===== src/rtl/fetch_queue.sv =====
// Fetch queue: four-entry circular buffer of {PC, instruction} pairs that
// decouples the fetch stage from decode. Flush discards all queued entries on
// a taken branch or jump.
//
// Handshake: a transfer happens on a rising clk edge only when the sender's
// valid and the receiver's ready are both high in the cycle before that edge.
// Once valid is raised, the sender keeps it high and holds the payload steady
// until the transfer happens. in_ready depends only on registered state.
// out_valid depends on registered state and flush.
module fetch_queue #(
  parameter int          DEPTH    = 4,
  parameter logic [31:0] RESET_PC = 32'h0000_3000
) (
  input  logic        clk,
  input  logic        reset,
  input  logic        flush,
  input  logic        in_valid,
  output logic        in_ready,
  input  logic [31:0] in_PC,
  input  logic [31:0] in_instruct,
  output logic        out_valid,
  input  logic        out_ready,
  output logic [31:0] out_PC,
  output logic [31:0] out_instruct,
  output logic [2:0]  count
);

  logic [31:0] mem_pc   [0:3];
  logic [31:0] mem_inst [0:3];
  logic [1:0]  head;
  logic [1:0]  tail;
  logic        push;
  logic        pop;

  // Full and empty come straight from the registered count.
  // Decode never sees an entry while a flush is in progress.
  assign in_ready  = (count != 3'(DEPTH));
  assign out_valid = (count != 3'd0) && !flush;
  assign push      = in_valid && in_ready && !flush;
  assign pop       = out_valid && out_ready;

  // When the queue is empty, show the reset PC and a zero word.
  // Entries left behind after a flush therefore never reach the outputs.
  assign out_PC       = (count != 3'd0) ? mem_pc[head]   : RESET_PC;
  assign out_instruct = (count != 3'd0) ? mem_inst[head] : 32'h0000_0000;

  // Entry storage. It has no reset and is not cleared by flush; count decides what is valid.
  always_ff @(posedge clk) begin
    if (push) begin
      mem_pc[tail]   <= in_PC;
      mem_inst[tail] <= in_instruct;
    end
  end

  // Update the pointers and the count. Reset clears them immediately; flush clears them on the next edge.
  always_ff @(posedge clk or negedge reset) begin
    if (!reset) begin
      head  <= 2'd0;
      tail  <= 2'd0;
      count <= 3'd0;
    end else if (flush) begin
      head  <= 2'd0;
      tail  <= 2'd0;
      count <= 3'd0;
    end else begin
      if (push) tail <= tail + 2'd1;
      if (pop)  head <= head + 2'd1;
      case ({push, pop})
        2'b10:   count <= count + 3'd1;
        2'b01:   count <= count - 3'd1;
        default: count <= count;
      endcase
    end
  end

endmodule


===== config.mk =====
export PLATFORM = sky130hd
export DESIGN_NAME = fetch_queue
export DESIGN_NICKNAME = d
export VERILOG_FILES = /design/src/rtl/fetch_queue.sv
export SDC_FILE = /design/constraint.sdc
export NUM_CORES = 1
export LEC_CHECK = 0
export CAP_MARGIN = 40
export CELL_PAD_IN_SITES_DETAIL_PLACEMENT = 1
export CELL_PAD_IN_SITES_GLOBAL_PLACEMENT = 2
export CORE_ASPECT_RATIO = 0.6
export CORE_MARGIN = 3
export CORE_UTILIZATION = 23
export CTS_CLUSTER_SIZE = 25
export DETAILED_ROUTE_END_ITERATION = 6
export GPL_TIMING_DRIVEN = 0
export PLACE_DENSITY = 0.54
export SLEW_MARGIN = 10
export SYNTH_ARGS = -nofsm -noshare
export SYNTH_HDL_FRONTEND = slang
export SYNTH_SLANG_ARGS = --single-unit

===== constraint.sdc =====
create_clock -name clk -period 8.7 [get_ports clk]
set_input_delay 1.74 -clock clk [delete_from_list [all_inputs] [get_ports clk]]
set_output_delay 1.74 -clock clk [all_outputs]
set_load 0.02 [all_outputs]

==> impl_metrics.yaml <==
outcome:
  outcome: "finished, final reports clean"
clock_network:
  cts-resized-gates: 0
  clock_path_buffers: 3
  clk_pin_slew_ps: 60
  post_cts_buffers: 0
  htree_levels: 1
  postCtsHoldBufs: 0
  cts_sinks: 263
  cts_root_buf: "clkbuf_16"
  clock_latency_ps: 540
  cts_tree: "built"
  cts_buffers: 27
finish:
  diodes: 0
  syn2layout_area_growth_pct: 31.7
  final_util: 0.309
  drive_gt1_frac: 0.226
  layout.nets: 743
  final_cells: 1265
worst_setup_path:
  worstPathMaxFanout: 10
  end_kind: "output pin"
  crit_path_top_delay_cell: "clkdlybuf4s50_1"
  slowest_delay_ps: 610
  cp_data_required_time_ps: 6960
  path_common_cell: "clkdlybuf4s50_1"
  crit_type: "in2out"
  cp_cell_sequence: "clkdlybuf4s50_1, clkbuf_1, nor2_1, clkdlybuf4s50_1"
  start_kind: "primary input"
  crit_arrival_ps: 3500
  crit_family: "buffers and inverters"
  path_buf_inv: 3
logic_synthesis:
  yosys.area_share.simple: 0.0510
  synth_top_family_by_area: "multiplexers"
  synth_compound_area_frac: 0.0113
  synth_cell_types: 35
  synth-xor-area-share: 0.00257
  syn-cell-area_mm2: 0.0102
  seq_area_frac_synth: 0.769
  ys_warn_count: 0
  syn_avg_cell_area_um2: 21.7
  async_reset_ff_frac: 0.0266
  syn-num-nets: 545
  post_synth_inst_count: 471
  ys.flop_type: "edfxtp_1"
  synth_edf_count: 256
  synthAdderAreaFrac: 0.00685
  synth_seq_cells: 263
  synthMuxAreaShare: 0.142
die:
  die_w_um: 278
  start_util: 0.234
  die_area_mm2: 0.0471
  dieHeight_um: 169
  rows: 59
  ios: 138
  core_area_mm2: 0.0436
timing:
  final_max_slew_viol_count: 0
  min_period_over_period: 0.602
  final.setup.tns_ps: 0
  max_clock_freq_ghz: 0.191
  skew_ps: 14.1
  slew-limit-headroom: 0.411
  worstMarginPinSlew_ps: 880
  finalCriticalPeriod_ps: 5240
  setup_viol: 0
  rsz0062_at_grt: "no"
  fin_ws_ps: 3460
  finalHoldViolations: 0
drt:
  drt_wl_total_mm: 25.0
  vias: 5207
  first_pass_iters: 6
  wl_per_cell_um: 19.8
  postRouteAntennaNets: 0
  drt_iter0_drc: 298
  drc_errors: 0
  via_per_inst: 4.12
place:
  pre_cts_slack_ps: 3400
  dp_hpwl_mm: 17.9
  io_buffers: 137
  gp_congestion: 0.703
  dpl.cell_count: 1219
pwr:
  power_density_mw_per_mm2: 227
  p_leak_nw: 4.21
  ir_drop_uv: 99.3
global_route:
  grt.overflow.total: 0
  grt_max_degree: 14
  grtUsageTotal: 0.106
  antenna_found_initial: 1
  grt_pass1_vias: 5904
  grt_pass1_wl_mm: 37.5
job:
  cap_violations: 0
min_path:
  hp-class: "reg2reg"
## layer usage
metal	vias up	GRT usage	wire length (um)
li1	2313	-	-
met2	134	0.189	12700
met5	-	0	13
met3	40	0.0256	1080
met1	2718	0.131	10600
met4	2	0.0241	580
## cells in the final DEF, fill, tap and decap left out, types with 3 or more instances in the layout
| master | n |
|---|---|
| edfxtp_1 | 256 |
| clkdlybuf4s50_1 | 137 |
| mux4_2 | 64 |
| nor2b_1 | 62 |
| clkbuf_16 | 27 |
| buf_6 | 19 |
| buf_4 | 18 |
| clkbuf_1 | 12 |
| buf_2 | 10 |
| clkinv_1 | 8 |
| dfrtp_1 | 7 |
| inv_1 | 6 |
| nor2_1 | 5 |
| nor3b_2 | 4 |
| nand3_1 | 4 |
| ha_1 | 4 |
| clkinv_2 | 4 |
| o21ai_0 | 3 |
| a21oi_1 | 3 |
## worst reg2reg max path, delay by kind of cell, from the launching register on
kind | cells | cell delay (ps)
buf+inv | 5 | 1300
flops | 1 | 430
simple gates | 3 | 1130
## sequential cells by signal, indices dropped and copies added (netlist names)
name / cells
count: 3
tail: 2
mem_inst: 128
mem_pc: 128
head: 2
## where the power goes
group          internal [W]  switching [W]
Clock              0.000622       0.000468
Combinational      0.000253       0.000273
Sequential          0.00143      0.0000105
Total               0.00231       0.000752
## area by class of cell
class / count / area, um^2
Inverter: 6 / 22.5
Fill cell: 4422 / 30200
Multi-Input combinational cell: 175 / 2210
Sequential cell: 263 / 7860
Buffer: 27 / 159
Tap cell: 579 / 724
Timing Repair Buffer: 169 / 1680
Clock buffer: 29 / 683
Clock inverter: 17 / 135
## path summary, 6_finish.rpt
kind,from,end,slack (ps),cells after the start
setup / recovery,flush,out_valid,3460,4
hold reg to reg,tail[0]$_DFFE_PN0P_,tail[0]$_DFFE_PN0P_,620,2
min in group asynchronous,reset,count[1]$_DFFE_PN0P_,1490,1
hold / removal,tail[0]$_DFFE_PN0P_,tail[0]$_DFFE_PN0P_,620,2
max in group asynchronous,reset,head[0]$_DFFE_PN0P_,6920,1
setup reg to reg,count[0]$_DFFE_PN0P_,mem_pc[0][20]$_DFFE_PP_,5540,8
## logic make-up after synthesis
group	Yosys count
xor gates and xnor gates	3
buffers and inverters	33
and+or+nand+nor	85
muxes	65
DFF	263
adders and majority gates	5
AOI/OAI and AO/OA	17
## stage by stage
step | area [um^2] | hold WS (ps) | power (W)
after floorplan | 10200 | 557 | 0.00176
after global placement | 12300 | 573 | 0.00200
after detailed placement | 12700 | 621 | 0.00201
after CTS | 13500 | 631 | 0.00313
after global routing | 13500 | 657 | 0.00320
final | 13500 | 623 | 0.00306
## synth_stat cells (all sizes together) (4+ instances only)
master    n  area share
edfxtp  256        0.75
mux4     64        0.14
nor2b    62       0.038
buf      17       0.012
clkbuf   10      0.0037
dfrtp     7       0.017
inv       6      0.0022
nor3b     6      0.0044
nor2      5      0.0018
ha        4      0.0049
nand3     4      0.0020
Note: power is estimated with default switching activity, not from simulation.
